### src/rtl/denoise_frame_sync.sv
// rtl/denoise_frame_sync.sv - aligns previous-frame and current-frame pixel streams into pairs for the denoise core
//
// Ports:
//   aclk, aresetn                      clock, synchronous active-low reset
//   s_prev_axis_*                      previous-frame stream from the frame buffer (tdata/tvalid/tready/tlast/tuser)
//   s_curr_axis_*                      current-frame stream from the video input (tdata/tvalid/tready/tlast/tuser)
//   m_prev_tdata, m_curr_tdata         aligned pixel pair to the denoise core
//   m_axis_tvalid/tready/tlast/tuser   pair handshake, end-of-line, start-of-frame
//   output_mode_in / output_mode_out   mode from the register bank / frame-stable copy to the core
//   locked                             high while the two streams are aligned
//   sync_err                           one-cycle pulse when a misaligned pair is seen
//   drop_cnt                           beats discarded while hunting (saturating)
//
// Build option: FSYNC_DROP_CNT_EN - when defined, drop_cnt counts dropped beats;
// otherwise drop_cnt is tied to zero and no counter is built.

module denoise_frame_sync #(
  parameter int DATA_WIDTH = 32
) (
  input  logic                  aclk,
  input  logic                  aresetn,

  input  logic [DATA_WIDTH-1:0] s_prev_axis_tdata,
  input  logic                  s_prev_axis_tvalid,
  input  logic                  s_prev_axis_tlast,
  input  logic                  s_prev_axis_tuser,
  output logic                  s_prev_axis_tready,

  input  logic [DATA_WIDTH-1:0] s_curr_axis_tdata,
  input  logic                  s_curr_axis_tvalid,
  input  logic                  s_curr_axis_tlast,
  input  logic                  s_curr_axis_tuser,
  output logic                  s_curr_axis_tready,

  output logic [DATA_WIDTH-1:0] m_prev_tdata,
  output logic [DATA_WIDTH-1:0] m_curr_tdata,
  output logic                  m_axis_tvalid,
  output logic                  m_axis_tlast,
  output logic                  m_axis_tuser,
  input  logic                  m_axis_tready,

  input  logic [1:0]            output_mode_in,
  output logic [1:0]            output_mode_out,

  output logic                  locked,
  output logic                  sync_err,
  output logic [15:0]           drop_cnt
);

  typedef enum logic {
    HUNT = 1'b0,
    RUN  = 1'b1
  } state_t;

  state_t state;

  logic prev_drop;
  logic curr_drop;
  logic both_sof;
  logic load;
  logic pair_ok;

  always_comb begin
    prev_drop = 1'b0;
    curr_drop = 1'b0;
    both_sof  = 1'b0;
    load      = 1'b0;
    pair_ok   = 1'b0;

    // While hunting, non-SOF beats are flushed; an SOF beat is held at the head
    // until the other stream also presents its SOF.
    if (state == HUNT) begin
      prev_drop = s_prev_axis_tvalid && !s_prev_axis_tuser;
      curr_drop = s_curr_axis_tvalid && !s_curr_axis_tuser;
      both_sof  = s_prev_axis_tvalid && s_prev_axis_tuser &&
                  s_curr_axis_tvalid && s_curr_axis_tuser;
    end else begin
      load = s_prev_axis_tvalid && s_curr_axis_tvalid &&
             (!m_axis_tvalid || m_axis_tready);
    end

    pair_ok = (s_prev_axis_tlast == s_curr_axis_tlast) &&
              (s_prev_axis_tuser == s_curr_axis_tuser);
  end

  // Both inputs are consumed together in RUN so the streams can never slip.
  assign s_prev_axis_tready = aresetn && ((state == RUN) ? load : prev_drop);
  assign s_curr_axis_tready = aresetn && ((state == RUN) ? load : curr_drop);

  assign locked = (state == RUN);

  always_ff @(posedge aclk) begin
    if (!aresetn) begin
      state           <= HUNT;
      m_prev_tdata    <= '0;
      m_curr_tdata    <= '0;
      m_axis_tvalid   <= 1'b0;
      m_axis_tlast    <= 1'b0;
      m_axis_tuser    <= 1'b0;
      output_mode_out <= 2'd0;
      sync_err        <= 1'b0;
    end else begin
      sync_err <= 1'b0;

      if (load) begin
        if (pair_ok) begin
          m_prev_tdata  <= s_prev_axis_tdata;
          m_curr_tdata  <= s_curr_axis_tdata;
          m_axis_tlast  <= s_curr_axis_tlast;
          m_axis_tuser  <= s_curr_axis_tuser;
          m_axis_tvalid <= 1'b1;
          // Mode only changes on a frame boundary so the core never sees a mid-frame switch.
          if (s_curr_axis_tuser) begin
            output_mode_out <= output_mode_in;
          end
        end else begin
          // Misaligned pair is swallowed; any beat already in the output register still drains.
          sync_err <= 1'b1;
          state    <= HUNT;
          if (m_axis_tready) begin
            m_axis_tvalid <= 1'b0;
          end
        end
      end else if (m_axis_tready) begin
        m_axis_tvalid <= 1'b0;
      end

      if (both_sof) begin
        state <= RUN;
      end
    end
  end

`ifdef FSYNC_DROP_CNT_EN
  logic [15:0] drop_cnt_q;
  logic [1:0]  drop_inc;
  logic [16:0] drop_sum;

  always_comb begin
    drop_inc = {1'b0, prev_drop} + {1'b0, curr_drop};
    drop_sum = {1'b0, drop_cnt_q} + {15'd0, drop_inc};
  end

  always_ff @(posedge aclk) begin
    if (!aresetn) begin
      drop_cnt_q <= 16'd0;
    end else if (drop_sum[16]) begin
      drop_cnt_q <= 16'hFFFF;
    end else begin
      drop_cnt_q <= drop_sum[15:0];
    end
  end

  assign drop_cnt = drop_cnt_q;
`else
  assign drop_cnt = 16'd0;
`endif

endmodule

### config.mk
export PLATFORM = sky130hd
export DESIGN_NAME = denoise_frame_sync
export DESIGN_NICKNAME = d
export VERILOG_FILES = /design/src/rtl/denoise_frame_sync.sv
export SDC_FILE = /design/constraint.sdc
export NUM_CORES = 1
export LEC_CHECK = 0
export BUFFER_PORTS_ARGS = -buffer_cell sky130_fd_sc_hd__buf_2
export CAP_MARGIN = 20
export CORE_MARGIN = 2
export CORE_UTILIZATION = 44
export CTS_CLUSTER_DIAMETER = 40
export DETAILED_ROUTE_END_ITERATION = 7
export PLACE_DENSITY = 0.79
export SLEW_MARGIN = 10
export SYNTH_ARGS = -nofsm -noshare
export SYNTH_HDL_FRONTEND = slang
export SYNTH_SLANG_ARGS = --single-unit
### constraint.sdc
create_clock -name aclk -period 1.6 [get_ports aclk]
set_input_delay 0.08 -clock aclk [delete_from_list [all_inputs] [get_ports aclk]]
set_output_delay 0.08 -clock aclk [all_outputs]
set_load 0.01 [all_outputs]
==> flow_summary.yaml <==
status:
  status: "finished, violations left"
  violations: "setup timing"
grt:
  gr-total-overflow: 0
  grt_max_degree: 83
  grt_pass1_vias: 2818
  grt_first_pass_wirelength_um: 12700
  grt_use_total_pct: 21.6
  antenna_found_initial: 0
setup_path:
  worstPathMaxFanout: 9
  path_common_cell: "buf_6"
  start_kind: "flop"
  cp_cell_sequence: "nor2b_4, or3_4, nor2_4, buf_6, buf_6, mux2i_1"
  required_ps: 1860
  cp_slowest_stage_delay_ps: 390
  crit_path_end_kind: "flop"
  critical_path_class: "flop to flop"
  crit_slowest_cell: "or3_4"
  cp.arrival_ps: 1900
clock_tree:
  numCtsBuffers: 9
  h-tree-depth: 3
  cts_tree: "built"
  clk_latency_ps: 340
  cts_sinks: 71
  clk_pin_slew_ps: 80
  cts_buffer_depth: 2
  cts-root-buf: "clkbuf_8"
finish:
  syn_to_final_growth_pct: 58.6
  layout_common_cells: "146 x buf_2, 134 x nand2_1, 69 x dfxtp_1"
  final_cell_area_mm2: 0.00475
  fin_util_pct: 71.1
  fillers: 486
  layout-drive-gt1-share_pct: 33.6
  final_common_cell: "buf_2"
  nets: 624
  antenna_cells: 0
die:
  start_util_pct: 44.9
  die_w_um: 86.5
  rows: 30
  num_io_pins: 164
  dieHeight_um: 86.5
  core-area_mm2: 0.00668
  dieArea_mm2: 0.00749
timing:
  layout_setup_ws_ps: -40.2
  hold_viol_final: 0
  fin_crit_ps: 1640
  skew_ps: 7.70
  setup_viol: 30
  rsz0062_at_grt: "yes"
  max_freq_mhz: 610
  drv_slew: 0
  finalCritPeriodShare_pct: 103
synthesis:
  synthesis.area_mm2: 0.00300
  ys_seq_area_share_pct: 47.4
  synth-xor-area-share_pct: 0.585
  ys_ff_latch: 71
  syn_inst: 335
  yosys.area_share.simple_pct: 19.7
  synth_top_family_by_area: "multiplexers"
  syn_area_per_cell_um2: 8.95
  synth-adder-area-share_pct: 0
  ys_types: 25
  synth_compound_area_share_pct: 2.00
  muxShareOfSynthArea_pct: 21.7
  yosysWarningCount: 0
route:
  drtIter0Drc: 93
  vias: 2972
  wl_per_cell_um: 14.1
  drc: 0
  routed_wl_um: 8920
  drtAntennaViolNets: 0
  via_per_inst: 4.69
  drtPass1Iterations: 4
placement:
  place_ws_ps: 12.0
  dp.final_hpwl_um: 4670
  gp_congestion: 0.837
  io_buffers: 147
  place_area_mm2: 0.00372
pwr:
  p_leak_uw: 0.00218
  power_density_mw_per_mm2: 779
  ir_drop_mv: 0.426
min_path:
  hp-class: "input port to flop"
run:
  maxCapViolCount: 0
synth_stat cells, drive strengths merged:
library cell    n  area [um^2]
a21oi           4         20.0
nor3            1         5.00
inv             2         7.50
nand2b          2         12.5
o32ai           1         8.76
nand2         134          503
nand4           1         6.26
and3            2         12.5
buf            26          200
nor2            1         11.3
xnor2           2         17.5
o21a            1         7.51
conb            1         3.75
nor2b           1         13.8
dfxtp          71         1420
nand3           3         15.0
clkbuf         12         45.0
o21ai           3         15.0
mux2i          65          651
or3             1         11.3
a221oi          1         8.76
worst max-delay path, delay by kind of cell, from the launching register on:
kind	cells	cell delay, ps
buf+inv	2	320
mux	1	210
simple gates	3	710
flops	1	320
cell families (layout without fill, tap and decap cells):
kind of cell	count (synthesis)	in the layout
compound gates	10	10
other cells	1	16
mux	65	65
buf+inv	40	244
flops	71	71
simple gates	146	146
xor+xnor	2	2
path summary, 6_finish.rpt:
check,from,endpoint,slack [ps],cells past startpoint
setup / recovery,m_axis_tvalid$_SDFF_PN0_,m_curr_tdata[19]$_SDFFE_PN0P_,-40,6
hold / removal,s_curr_axis_tlast,m_axis_tlast$_SDFFE_PN0P_,10,3
setup reg to reg,m_axis_tvalid$_SDFF_PN0_,m_curr_tdata[19]$_SDFFE_PN0P_,-40,6
hold reg to reg,m_prev_tdata[23]$_SDFFE_PN0P_,m_prev_tdata[23]$_SDFFE_PN0P_,460,2
stage by stage:
stage / hold slack [ps] / total power (uW) / std cells / TNS, ps
2_1_floorplan: 222 / 1980 / 350 / 0
3_3_place_gp: 326 / 2060 / 544 / 0
3_5_place_dp: 335 / 2070 / 544 / 0
4_1_cts: 0.702 / 3700 / 624 / 0
5_1_grt: 21.6 / 3820 / 634 / -3470
6_report: 10.5 / 3700 / 634 / -349
layer usage:
| metal | vias up | global-route usage [%] | part of all wire, % |
|---|---|---|---|
| li1 | 1477 | - | - |
| met1 | 1377 | 23.3 | 40 |
| met2 | 109 | 40.7 | 54 |
| met3 | 9 | 4.86 | 5.4 |
| met4 | 0 | 8.10 | 1.3 |
| met5 | - | 0 | 0 |
registers in the layout, indices dropped and copies added, names as in the netlist:
register         cells
m_axis_tuser         1
m_curr_tdata        32
m_axis_tvalid        1
locked               1
m_axis_tlast         1
sync_err             1
output_mode_out      2
m_prev_tdata        32
what timing repair did:
action	CTS	global route
cloned	0	6
hold buffers	64	0
hold endpoints to repair	64	0
setup buffers	0	4
gates resized for setup	1	6
pin swaps	0	1
endpoints found under the setup margin	7	48
cell type report:
type / count / area, um^2 / share of cell area (%)
multi-input combinational: 239 / 1390 / 29.2
inverter: 2 / 7.51 / 0.158
clock buffer: 12 / 165 / 3.47
sequential: 71 / 1420 / 30.0
tap: 80 / 100 / 2.11
timing repair buffer: 226 / 1620 / 34.0
clock inverter: 4 / 52.6 / 1.11
power breakdown:
part	internal [uW]	total, uW	leakage [uW]	switching [uW]
sequential	1770	1770	0.000573	3.34
clock	848	1540	0.000101	687
combinational	218	393	0.00151	175
Note: power is estimated with default switching activity, not from simulation.
